`src/rtl/pe_pkg.sv`:
```
// Shared constants and FSM state type for the priority-encoder index decoder.
package pe_pkg;
  localparam int PE_WIDTH = 8;
  localparam int PE_IDX_W = 3;
  localparam int PE_CNT_W = 4;

  typedef enum logic {
    ST_EMPTY,
    ST_ACCUM
  } pe_state_e;
endpackage

```
`src/rtl/pe_index_decoder_if.sv`:
```
// Index-beat input stream and rebuilt-mask output stream of the decoder.
interface pe_index_decoder_if
  import pe_pkg::*;
#(
  parameter int WIDTH = PE_WIDTH,
  parameter int IDX_W = $clog2(WIDTH),
  parameter int CNT_W = $clog2(WIDTH + 1)
);
  logic             in_valid;
  logic             in_ready;
  logic [IDX_W-1:0] in_idx;
  logic             in_hit;
  logic             in_last;
  logic             out_valid;
  logic             out_ready;
  logic [WIDTH-1:0] out_mask;
  logic [CNT_W-1:0] out_count;
  logic             out_dup;
  logic             out_err;

  modport master (
    output in_valid, in_idx, in_hit, in_last, out_ready,
    input  in_ready, out_valid, out_mask, out_count, out_dup, out_err
  );

  modport slave (
    input  in_valid, in_idx, in_hit, in_last, out_ready,
    output in_ready, out_valid, out_mask, out_count, out_dup, out_err
  );
endinterface

```
`src/rtl/pe_onehot_dec.sv`:
```
// Index-to-one-hot decode with range check; empty beats decode to zero.
module pe_onehot_dec
  import pe_pkg::*;
#(
  parameter int WIDTH = PE_WIDTH,
  parameter int IDX_W = $clog2(WIDTH)
) (
  input  logic [IDX_W-1:0] idx,
  input  logic             hit,
  output logic [WIDTH-1:0] oh,
  output logic             err
);
  // One extra bit so a non-power-of-two WIDTH fits in the compare.
  localparam logic [IDX_W:0] WIDTH_L = (IDX_W + 1)'(WIDTH);

  logic in_range;

  always_comb begin
    in_range = {1'b0, idx} < WIDTH_L;
    oh       = (hit && in_range) ? (WIDTH'(1) << idx) : '0;
    err      = hit && !in_range;
  end
endmodule

```
`src/rtl/pe_index_decoder.sv`:
```
// Rebuilds request bitmasks from a stream of encoded bit positions.
//
// state    | meaning
// ST_EMPTY | no beat of the current group accepted yet
// ST_ACCUM | at least one non-last beat of the current group accepted
module pe_index_decoder
  import pe_pkg::*;
#(
  parameter int WIDTH = PE_WIDTH,
  parameter int IDX_W = $clog2(WIDTH),
  parameter int CNT_W = $clog2(WIDTH + 1)
) (
  input logic               clk,
  input logic               rst_n,
  pe_index_decoder_if.slave bus
);
  pe_state_e        state_q, state_d;
  logic [WIDTH-1:0] acc_q, acc_d, acc_n;
  logic [CNT_W-1:0] cnt_q, cnt_d, cnt_n;
  logic             dupf_q, dupf_d, dupf_n;
  logic             errf_q, errf_d, errf_n;
  logic             out_valid_q, out_valid_d;
  logic [WIDTH-1:0] out_mask_q, out_mask_d;
  logic [CNT_W-1:0] out_count_q, out_count_d;
  logic             out_dup_q, out_dup_d;
  logic             out_err_q, out_err_d;

  logic [WIDTH-1:0] oh;
  logic             err_b;
  logic             dup_b;
  logic             new_bit;
  logic             accept;

  pe_onehot_dec #(
    .WIDTH (WIDTH),
    .IDX_W (IDX_W)
  ) u_dec (
    .idx (bus.in_idx),
    .hit (bus.in_hit),
    .oh  (oh),
    .err (err_b)
  );

  assign bus.in_ready  = !out_valid_q || bus.out_ready;
  assign bus.out_valid = out_valid_q;
  assign bus.out_mask  = out_mask_q;
  assign bus.out_count = out_count_q;
  assign bus.out_dup   = out_dup_q;
  assign bus.out_err   = out_err_q;

  assign accept = bus.in_valid && bus.in_ready;

  always_comb begin
    dup_b   = |(acc_q & oh);
    new_bit = (|oh) && !dup_b;
    acc_n   = acc_q | oh;
    cnt_n   = cnt_q + CNT_W'(new_bit);
    dupf_n  = dupf_q | dup_b;
    errf_n  = errf_q | err_b;

    state_d     = state_q;
    acc_d       = acc_q;
    cnt_d       = cnt_q;
    dupf_d      = dupf_q;
    errf_d      = errf_q;
    out_valid_d = out_valid_q && !bus.out_ready;
    out_mask_d  = out_mask_q;
    out_count_d = out_count_q;
    out_dup_d   = out_dup_q;
    out_err_d   = out_err_q;

    if (accept) begin
      if (bus.in_last) begin
        // A last beat may land in the same cycle the previous group drains.
        out_valid_d = 1'b1;
        out_mask_d  = acc_n;
        out_count_d = cnt_n;
        out_dup_d   = dupf_n;
        out_err_d   = errf_n;
        acc_d       = '0;
        cnt_d       = '0;
        dupf_d      = 1'b0;
        errf_d      = 1'b0;
        state_d     = ST_EMPTY;
      end else begin
        acc_d   = acc_n;
        cnt_d   = cnt_n;
        dupf_d  = dupf_n;
        errf_d  = errf_n;
        state_d = ST_ACCUM;
      end
    end
  end

  always_ff @(posedge clk) begin
    if (!rst_n) begin
      state_q     <= ST_EMPTY;
      acc_q       <= '0;
      cnt_q       <= '0;
      dupf_q      <= 1'b0;
      errf_q      <= 1'b0;
      out_valid_q <= 1'b0;
      out_mask_q  <= '0;
      out_count_q <= '0;
      out_dup_q   <= 1'b0;
      out_err_q   <= 1'b0;
    end else begin
      state_q     <= state_d;
      acc_q       <= acc_d;
      cnt_q       <= cnt_d;
      dupf_q      <= dupf_d;
      errf_q      <= errf_d;
      out_valid_q <= out_valid_d;
      out_mask_q  <= out_mask_d;
      out_count_q <= out_count_d;
      out_dup_q   <= out_dup_d;
      out_err_q   <= out_err_d;
    end
  end
endmodule

```
`src/flat_wrapper.sv`:
```
// flat-port wrapper written by rule: the top's interface ports become plain ports
module pe_index_decoder_flat import pe_pkg::*;
#(
  parameter int WIDTH = PE_WIDTH,
  parameter int IDX_W = $clog2(WIDTH),
  parameter int CNT_W = $clog2(WIDTH + 1)
)
  (clk, rst_n, bus_in_valid, bus_in_idx, bus_in_hit, bus_in_last, bus_out_ready, bus_in_ready, bus_out_valid, bus_out_mask, bus_out_count, bus_out_dup, bus_out_err);
  pe_index_decoder_if #(.WIDTH(WIDTH), .IDX_W(IDX_W), .CNT_W(CNT_W)) bus_i ();
  input logic clk;
  input logic rst_n;
  input wire logic [$bits(bus_i.in_valid)-1:0] bus_in_valid;
  input wire logic [$bits(bus_i.in_idx)-1:0] bus_in_idx;
  input wire logic [$bits(bus_i.in_hit)-1:0] bus_in_hit;
  input wire logic [$bits(bus_i.in_last)-1:0] bus_in_last;
  input wire logic [$bits(bus_i.out_ready)-1:0] bus_out_ready;
  output wire logic [$bits(bus_i.in_ready)-1:0] bus_in_ready;
  output wire logic [$bits(bus_i.out_valid)-1:0] bus_out_valid;
  output wire logic [$bits(bus_i.out_mask)-1:0] bus_out_mask;
  output wire logic [$bits(bus_i.out_count)-1:0] bus_out_count;
  output wire logic [$bits(bus_i.out_dup)-1:0] bus_out_dup;
  output wire logic [$bits(bus_i.out_err)-1:0] bus_out_err;
  assign bus_i.in_valid = bus_in_valid;
  assign bus_i.in_idx = bus_in_idx;
  assign bus_i.in_hit = bus_in_hit;
  assign bus_i.in_last = bus_in_last;
  assign bus_i.out_ready = bus_out_ready;
  assign bus_in_ready = bus_i.in_ready;
  assign bus_out_valid = bus_i.out_valid;
  assign bus_out_mask = bus_i.out_mask;
  assign bus_out_count = bus_i.out_count;
  assign bus_out_dup = bus_i.out_dup;
  assign bus_out_err = bus_i.out_err;
  pe_index_decoder #(.WIDTH(WIDTH), .IDX_W(IDX_W), .CNT_W(CNT_W)) u_core (.clk(clk), .rst_n(rst_n), .bus(bus_i));
endmodule
```
`config.mk`:
```
export PLATFORM = sky130hd
export DESIGN_NAME = pe_index_decoder_flat
export DESIGN_NICKNAME = d
export VERILOG_FILES = /design/src/rtl/pe_pkg.sv /design/src/rtl/pe_index_decoder_if.sv /design/src/rtl/pe_onehot_dec.sv /design/src/rtl/pe_index_decoder.sv /design/src/flat_wrapper.sv
export SDC_FILE = /design/constraint.sdc
export NUM_CORES = 1
export LEC_CHECK = 0
export CORE_MARGIN = 2
export CORE_UTILIZATION = 44
export DETAILED_ROUTE_END_ITERATION = 16
export GPL_TIMING_DRIVEN = 1
export PLACE_DENSITY = 0.77
export REMOVE_ABC_BUFFERS = 1
export SLEW_MARGIN = 20
export SYNTH_ARGS = -nofsm -noshare
export SYNTH_HDL_FRONTEND = slang
export SYNTH_SLANG_ARGS = --single-unit
```
`constraint.sdc`:
```
create_clock -name clk -period 1.9 [get_ports clk]
set_input_delay 0.38 -clock clk [delete_from_list [all_inputs] [get_ports clk]]
set_output_delay 0.38 -clock clk [all_outputs]
set_load 0.01 [all_outputs]
```
======== Word level (Yosys, flattened, before mapping) ========
Index checks and enable logic that the tools add are counted.
operators by class
  add/subtract/negate cells ............... 1
  shift-type cells ........................ 1
  mux-type cells .......................... 6
  bitwise operators ....................... 3
  reduce and logical (&&, ||, !) cells .... 10
operators with widths
  operator                                                           number
  8-bit two-way mux                                                  2
  8-bit OR reduction                                                 2
  8-bit AND                                                          1
  8-bit bitwise OR                                                   1
  1-bit by 3-bit left shift with 8-bit output, first input constant  1
  4-bit by 1-bit adder with 4-bit output                             1
  4-bit two-way mux                                                  1
  1-bit logical AND                                                  3
  1-bit zero test                                                    3
  1-bit two-way mux                                                  3
  2-bit AND reduction                                                1
  1-bit logical OR                                                   1
  1-bit bitwise OR                                                   1
storage, ports and cells
  flip-flop bits (word level) ............. 27
  bits of input ports ..................... 9
  output and inout port bits .............. 16
  word-level logic and storage cells ...... 28

======== Depth between registers and ports, before layout ========
Gate-level depths: netlist of run 1.
  depth in word-level cells ............... 8
  gate-level depth with buffers ........... 10

======== Hierarchy ========
From an unflattened synthesis of run 1, not the netlist that was laid out.
unflattened totals
  cell total of the unflattened synthesis .. 145
  area total of the unflattened synthesis .. 1380.1 um^2
by module, submodules not included
  module            instances  cells each  area each (um^2)
  pe_index_decoder  1          135         1273.7
  pe_onehot_dec     1          10          106.4

======== Worst setup path after synthesis of run 1 ========
Ideal clock, no wire load.
  kind .................................... input -> register
  start point ............................. in bus_in_idx[1]
  end point ............................... reg u_core.cnt_q[3]
  library setup time ...................... 70 ps
  arrival time ............................ 1804 ps
  path slack .............................. 26 ps
  stages .................................. 10
  path buffers ............................ 1
  cell sequence ........................... buf_4 -> mux2i_1 -> nand3_1 -> nand4_1 -> and2_1 -> ha_1 -> nand3_1 -> xor2_1 -> or3_1 -> a21oi_1
between the ends
  word-level cells in the longest chain between the ends .. 8
  elaborated cells on any way between the ends .. 9
ends and longest elaborated chain
  what                                             line                     text
  start, declared                                  flat_wrapper.sv:13       input wire logic [$bits(bus_i.in_idx)-1:0] bus_in_idx;
  1-bit by 3-bit left shift with 8-bit output (*)  pe_onehot_dec.sv:20      oh = (hit && in_range) ? (WIDTH'(1) << idx) : '0;
  8-bit two-way mux (*)                            pe_onehot_dec.sv:20
  8-bit AND                                        pe_index_decoder.sv:54   dup_b = |(acc_q & oh);
  8-bit OR reduction                               pe_index_decoder.sv:54
  1-bit zero test                                  pe_index_decoder.sv:55   new_bit = (|oh) && !dup_b;
  1-bit logical AND (*)                            pe_index_decoder.sv:55
  4-bit by 1-bit adder with 4-bit output (*)       pe_index_decoder.sv:57   cnt_n = cnt_q + CNT_W'(new_bit);
  4-bit two-way mux (*)                            pe_index_decoder.sv:73   if (bus.in_last) begin
  end signal, assigned                             pe_index_decoder.sv:110  cnt_q <= cnt_d;
  end, declared                                    pe_index_decoder.sv:19   logic [CNT_W-1:0] cnt_q, cnt_d, cnt_n;
Every way passes the cells marked *; elsewhere a longest branch is shown, timed or not.
A chain may end at the register's enable or synchronous reset.

======== Worst setup path in the final report of run 1 ========
  start point ............................. in bus_out_ready
  end point ............................... out bus_in_ready
between the ends
  word-level cells in the longest chain between the ends .. 1
ends and longest elaborated chain
  what              line                    text
  start, declared   flat_wrapper.sv:16      input wire logic [$bits(bus_i.out_ready)-1:0] bus_out_ready;
  1-bit logical OR  pe_index_decoder.sv:44  assign bus.in_ready = !out_valid_q || bus.out_ready;
  end, declared     flat_wrapper.sv:17      output wire logic [$bits(bus_i.in_ready)-1:0] bus_in_ready;
Every way passes these cells.

==> results of run 1 <==
worst min-delay path, cell delays in order (launching register included):
cell     delay, ns
dfxtp_1       0.35
nand2_1       0.04
o21ai_0       0.05
cell families (layout without fill, tap and decap cells):
group                    Yosys count  in the layout
adder cells (fa/ha/maj)            2              2
XOR/XNOR                           2              2
AO/OA/AOI/OAI                     38             38
buffers and inverters              9             42
flip-flops                        27             27
other                              1              1
multiplexers                       4              4
AND/OR/NAND/NOR                   51             51
worst max path at each step:
stage / start / endpoint / slack [ns]
detailed placement: bus_in_idx[1] / u_core.cnt_q[3] / -0.66
global route: u_core.acc_q[1] / u_core.cnt_q[3] / -0.00008
CTS: bus_out_ready / bus_in_ready / 0.04
global placement: bus_in_idx[1] / u_core.cnt_q[3] / -0.55
finish: bus_out_ready / bus_in_ready / 0.05
floorplan: bus_in_idx[1] / u_core.cnt_q[3] / 0.19
metal layers:
metal,GRT usage (%),up-vias,wire [um]
li1,-,540,-
met1,22.7,460,1250
met2,24.4,23,1100
met3,2.07,2,80
met4,7.48,0,19
met5,0,-,0
through the flow:
stage                     cells  utilization [%]    TNS (ns)
after floorplan             126                -           0
after global placement      193             59.4       -2.71
after detailed placement    193             59.4       -3.41
after CTS                   197             60.4           0
after global routing        197             60.4  -0.0000790
final                       197             60.4           0
state kept, by name, indices dropped and copies added (netlist names):
signal                cells
u_core.bus.out_dup        1
u_core.bus.out_count      4
u_core.bus.out_mask       8
u_core.dupf_q             1
u_core.acc_q              8
u_core.bus.out_valid      1
u_core.cnt_q              4
timing repair:
| action | 4_1_cts | 5_1_grt |
|---|---|---|
| endpoints found under the setup margin | 6 | 1 |
| pin swaps | 0 | 1 |
| resized for setup | 5 | 5 |
| hold endpoints to repair | 0 | 0 |
placed cells by master, fill, tap and decap left out, types with 2 or more instances in the layout:
master           instances
dfxtp_1                 25
nor2_1                  12
clkbuf_4                 3
nand3_1                  5
dfxtp_2                  2
nand3b_1                 4
nor2b_1                  2
o21ai_0                 13
a22o_1                   2
nand2_1                 17
dlygate4sd2_1            2
clkdlybuf4s50_1         20
and4_2                   2
mux2i_1                  4
buf_4                   14
a21oi_1                 14
a31oi_1                  6
cell type report:
| type | instances | area (sq um) |
|---|---|---|
| clock buffer | 4 | 26.3 |
| fill | 239 | 1010 |
| inverter | 1 | 3.75 |
| multi-input combinational | 98 | 598 |
| sequential | 27 | 543 |
| tap | 30 | 37.5 |
| timing repair buffer | 37 | 328 |
power by group through the flow:
stage / combinational, W / sequential [W] / clock (W)
after floorplan: 0.0000579 / 0.000597 / 0
after global placement: 0.000140 / 0.000595 / 0
after detailed placement: 0.000143 / 0.000595 / 0
after CTS: 0.000142 / 0.000583 / 0.000253
after global routing: 0.000153 / 0.000584 / 0.000282
final: 0.000142 / 0.000583 / 0.000245
==> results by group, run 1 <==
Synthesis
  – Top cells by count, synth: dfxtp_1 (27), nand2_1 (17), a21oi_1 (14)
  – Seq/Total Area, Yosys: about 45%
  – Adder-cell share of the synthesized area: under 10%
  – Top-area cell type share of the netlist area: 44.9%
  – Simple-gate share of the synthesized area: between 20% and 30%
  – Ys flop type: dfxtp_1
  – Syn_area_per_cell: 8.98 sq um
  – XOR/XNOR Fraction of Synth Area: 1.46%
  – Synth Register Bits: 27
  – Compound-Gate Fraction of Synth Area: between 10% and 20%
  – Synthesized area: roughly 1200 sq um
  – Largest family of logic cells by synthesized area: simple AND/OR/NAND/NOR gates
  – Proportion of synthesized area in mux cells: ~3.3%
  – Async SR Flop Fraction: 0%
  – Mapped Cells: 134
  – Largest cells by area after synthesis: dfxtp_1 (45%), a21oi_1 (5.8%), o21ai_0 (5.4%)
  – Yosys synthesis warning count: 0
  – Post-synth EDFFs: 0
  – Cell taking the most area after synthesis: dfxtp_1
  – Netlist cell types: 34
  – Most frequent cell after synthesis: dfxtp_1

Timing
  – Worst hold slack: about 0.47 ns
  – Period utilization: a little over nine tenths
  – Hold Vio Cnt, Final: 0
  – Final Max Tran Viols: 0
  – Minimum clock period: 1.85 ns
  – Max Fclk: 539 MHz
  – Final setup fails: 0
  – Final setup margin: 0.0452 ns
  – Fin Clk Skew: approximately 0.0055 ns

GRT
  – Pin count of the biggest net entering global routing: 15
  – Overall Global Routing Usage: approximately 16%
  – First-pass GRT wire length: between 4000 and 5000 um
  – Initial antenna violation count: 0
  – Vias in the first global route: roughly 970
  – Total gr overflow: 0

Pwr
  – Switching pwr: approximately 0.00024 W
  – Clock power share: 25.3%
  – Lkg Pwr: roughly 0.57 nW
  – Comb pwr share: approximately 15%
  – Total Power: 0.000969 W
  – Net Sw Frac: about 25%
  – VDD IR max: between 400 and 500 uV
  – Internal power: about 0.00073 W
  – Sequential share of power: approximately 60%
  – Pwr/cell area: about 630 nW/um^2

Clocking
  – Hold-fix buffers, CTS: 0
  – Number of clock sinks: 27
  – Skew-Pair Late Insertion Delay: about 0.32 ns
  – CTS tree: yes
  – CTS clock-pin slew for the worst setup and hold paths: 0.13 ns
  – Clock Path Buffers: 2
  – TritonCTS buffer count: 3
  – # Post-CTS Setup Buffers: 0
  – Clock H-tree levels: 1
  – Clk root buf: clkbuf_4

Place
  – Pre-CTS WS: -0.663 ns
  – Area post-placement: 1510 sq um
  – IO buf count: 23
  – HPWL Detailed: 1930 um
  – Routability Congestion: approximately 0.83

Finish
  – Ant diodes: 0
  – Final Cell Area: 1540 sq um
  – Area Overhead vs Synth: 27.7%
  – Fraction of layout cells with a size suffix above 1: between 10% and 20%
  – Final nets: approximately 180

Floorplan
  – Core Rows: 18
  – Ports: 25
  – Initial core utilization: about 47%
  – Die Y: 56.3 um
  – DIE AREA: roughly 3200 sq um
  – CORE AREA: about 2500 sq um
  – DIE WIDTH: 56.3 um

Flow run
  – Max-Cap Viols: 0

Route
  – Via/cell ratio: ~5.2
  – Via Count: about 1000
  – Detail Route Antenna Nets: 0
  – Final WL: roughly 2400 um
  – Post-route DRC violation count: 0
  – Initial detailed-routing violation count: 28
  – Routed wire per std cell: around 12 um
  – Drt pass-1 iters: 4

Min path
  – Hold_sp: u_core.bus.out_count[3]
  – Hold depth: 2
  – Min-delay worst type: register to register
  – Hold EP: u_core.bus.out_count[3]

Critical path
  – Critical Path End Type: primary output
  – Reg2reg start: u_core.acc_q[7]
  – CP Cell Sequence: clkdlybuf4s50_1 > nand2b_4 > clkdlybuf4s50_1
  – CP max stage cell: clkdlybuf4s50_1
  – Reg2reg end: u_core.cnt_q[3]
  – Critical Path RT: around 1.5 ns
  – CP max stage delay: around 0.53 ns
  – Arr. time, crit path: ~1.5 ns
  – WS Path Type: input pin to primary output
  – Crit-path max FO: 2
  – FF-to-FF setup slack: roughly 0.12 ns
  – Startpoint types: input pin
  – Critical path depth: 3
  – Most frequent CP cell: clkdlybuf4s50_1
  – Delay-heaviest family, CP: buffers and inverters
  – Worst Path Buf+Inv: 2
  – R2R cell count: 9

Run status
  – Status: finished clean
Note: power is estimated with default switching activity, not from simulation.
==> inputs of run 2 (changes only) <==
--- a/config.mk
+++ b/config.mk
@@ -8,6 +8,7 @@
 export CORE_MARGIN = 2
 export CORE_UTILIZATION = 44
 export DETAILED_ROUTE_END_ITERATION = 16
+export GPL_ROUTABILITY_DRIVEN = 0
 export GPL_TIMING_DRIVEN = 1
 export PLACE_DENSITY = 0.77
 export REMOVE_ABC_BUFFERS = 1
==> results of run 2 <==
No change in the layout: final DEF, timing and power equal those of run 1.
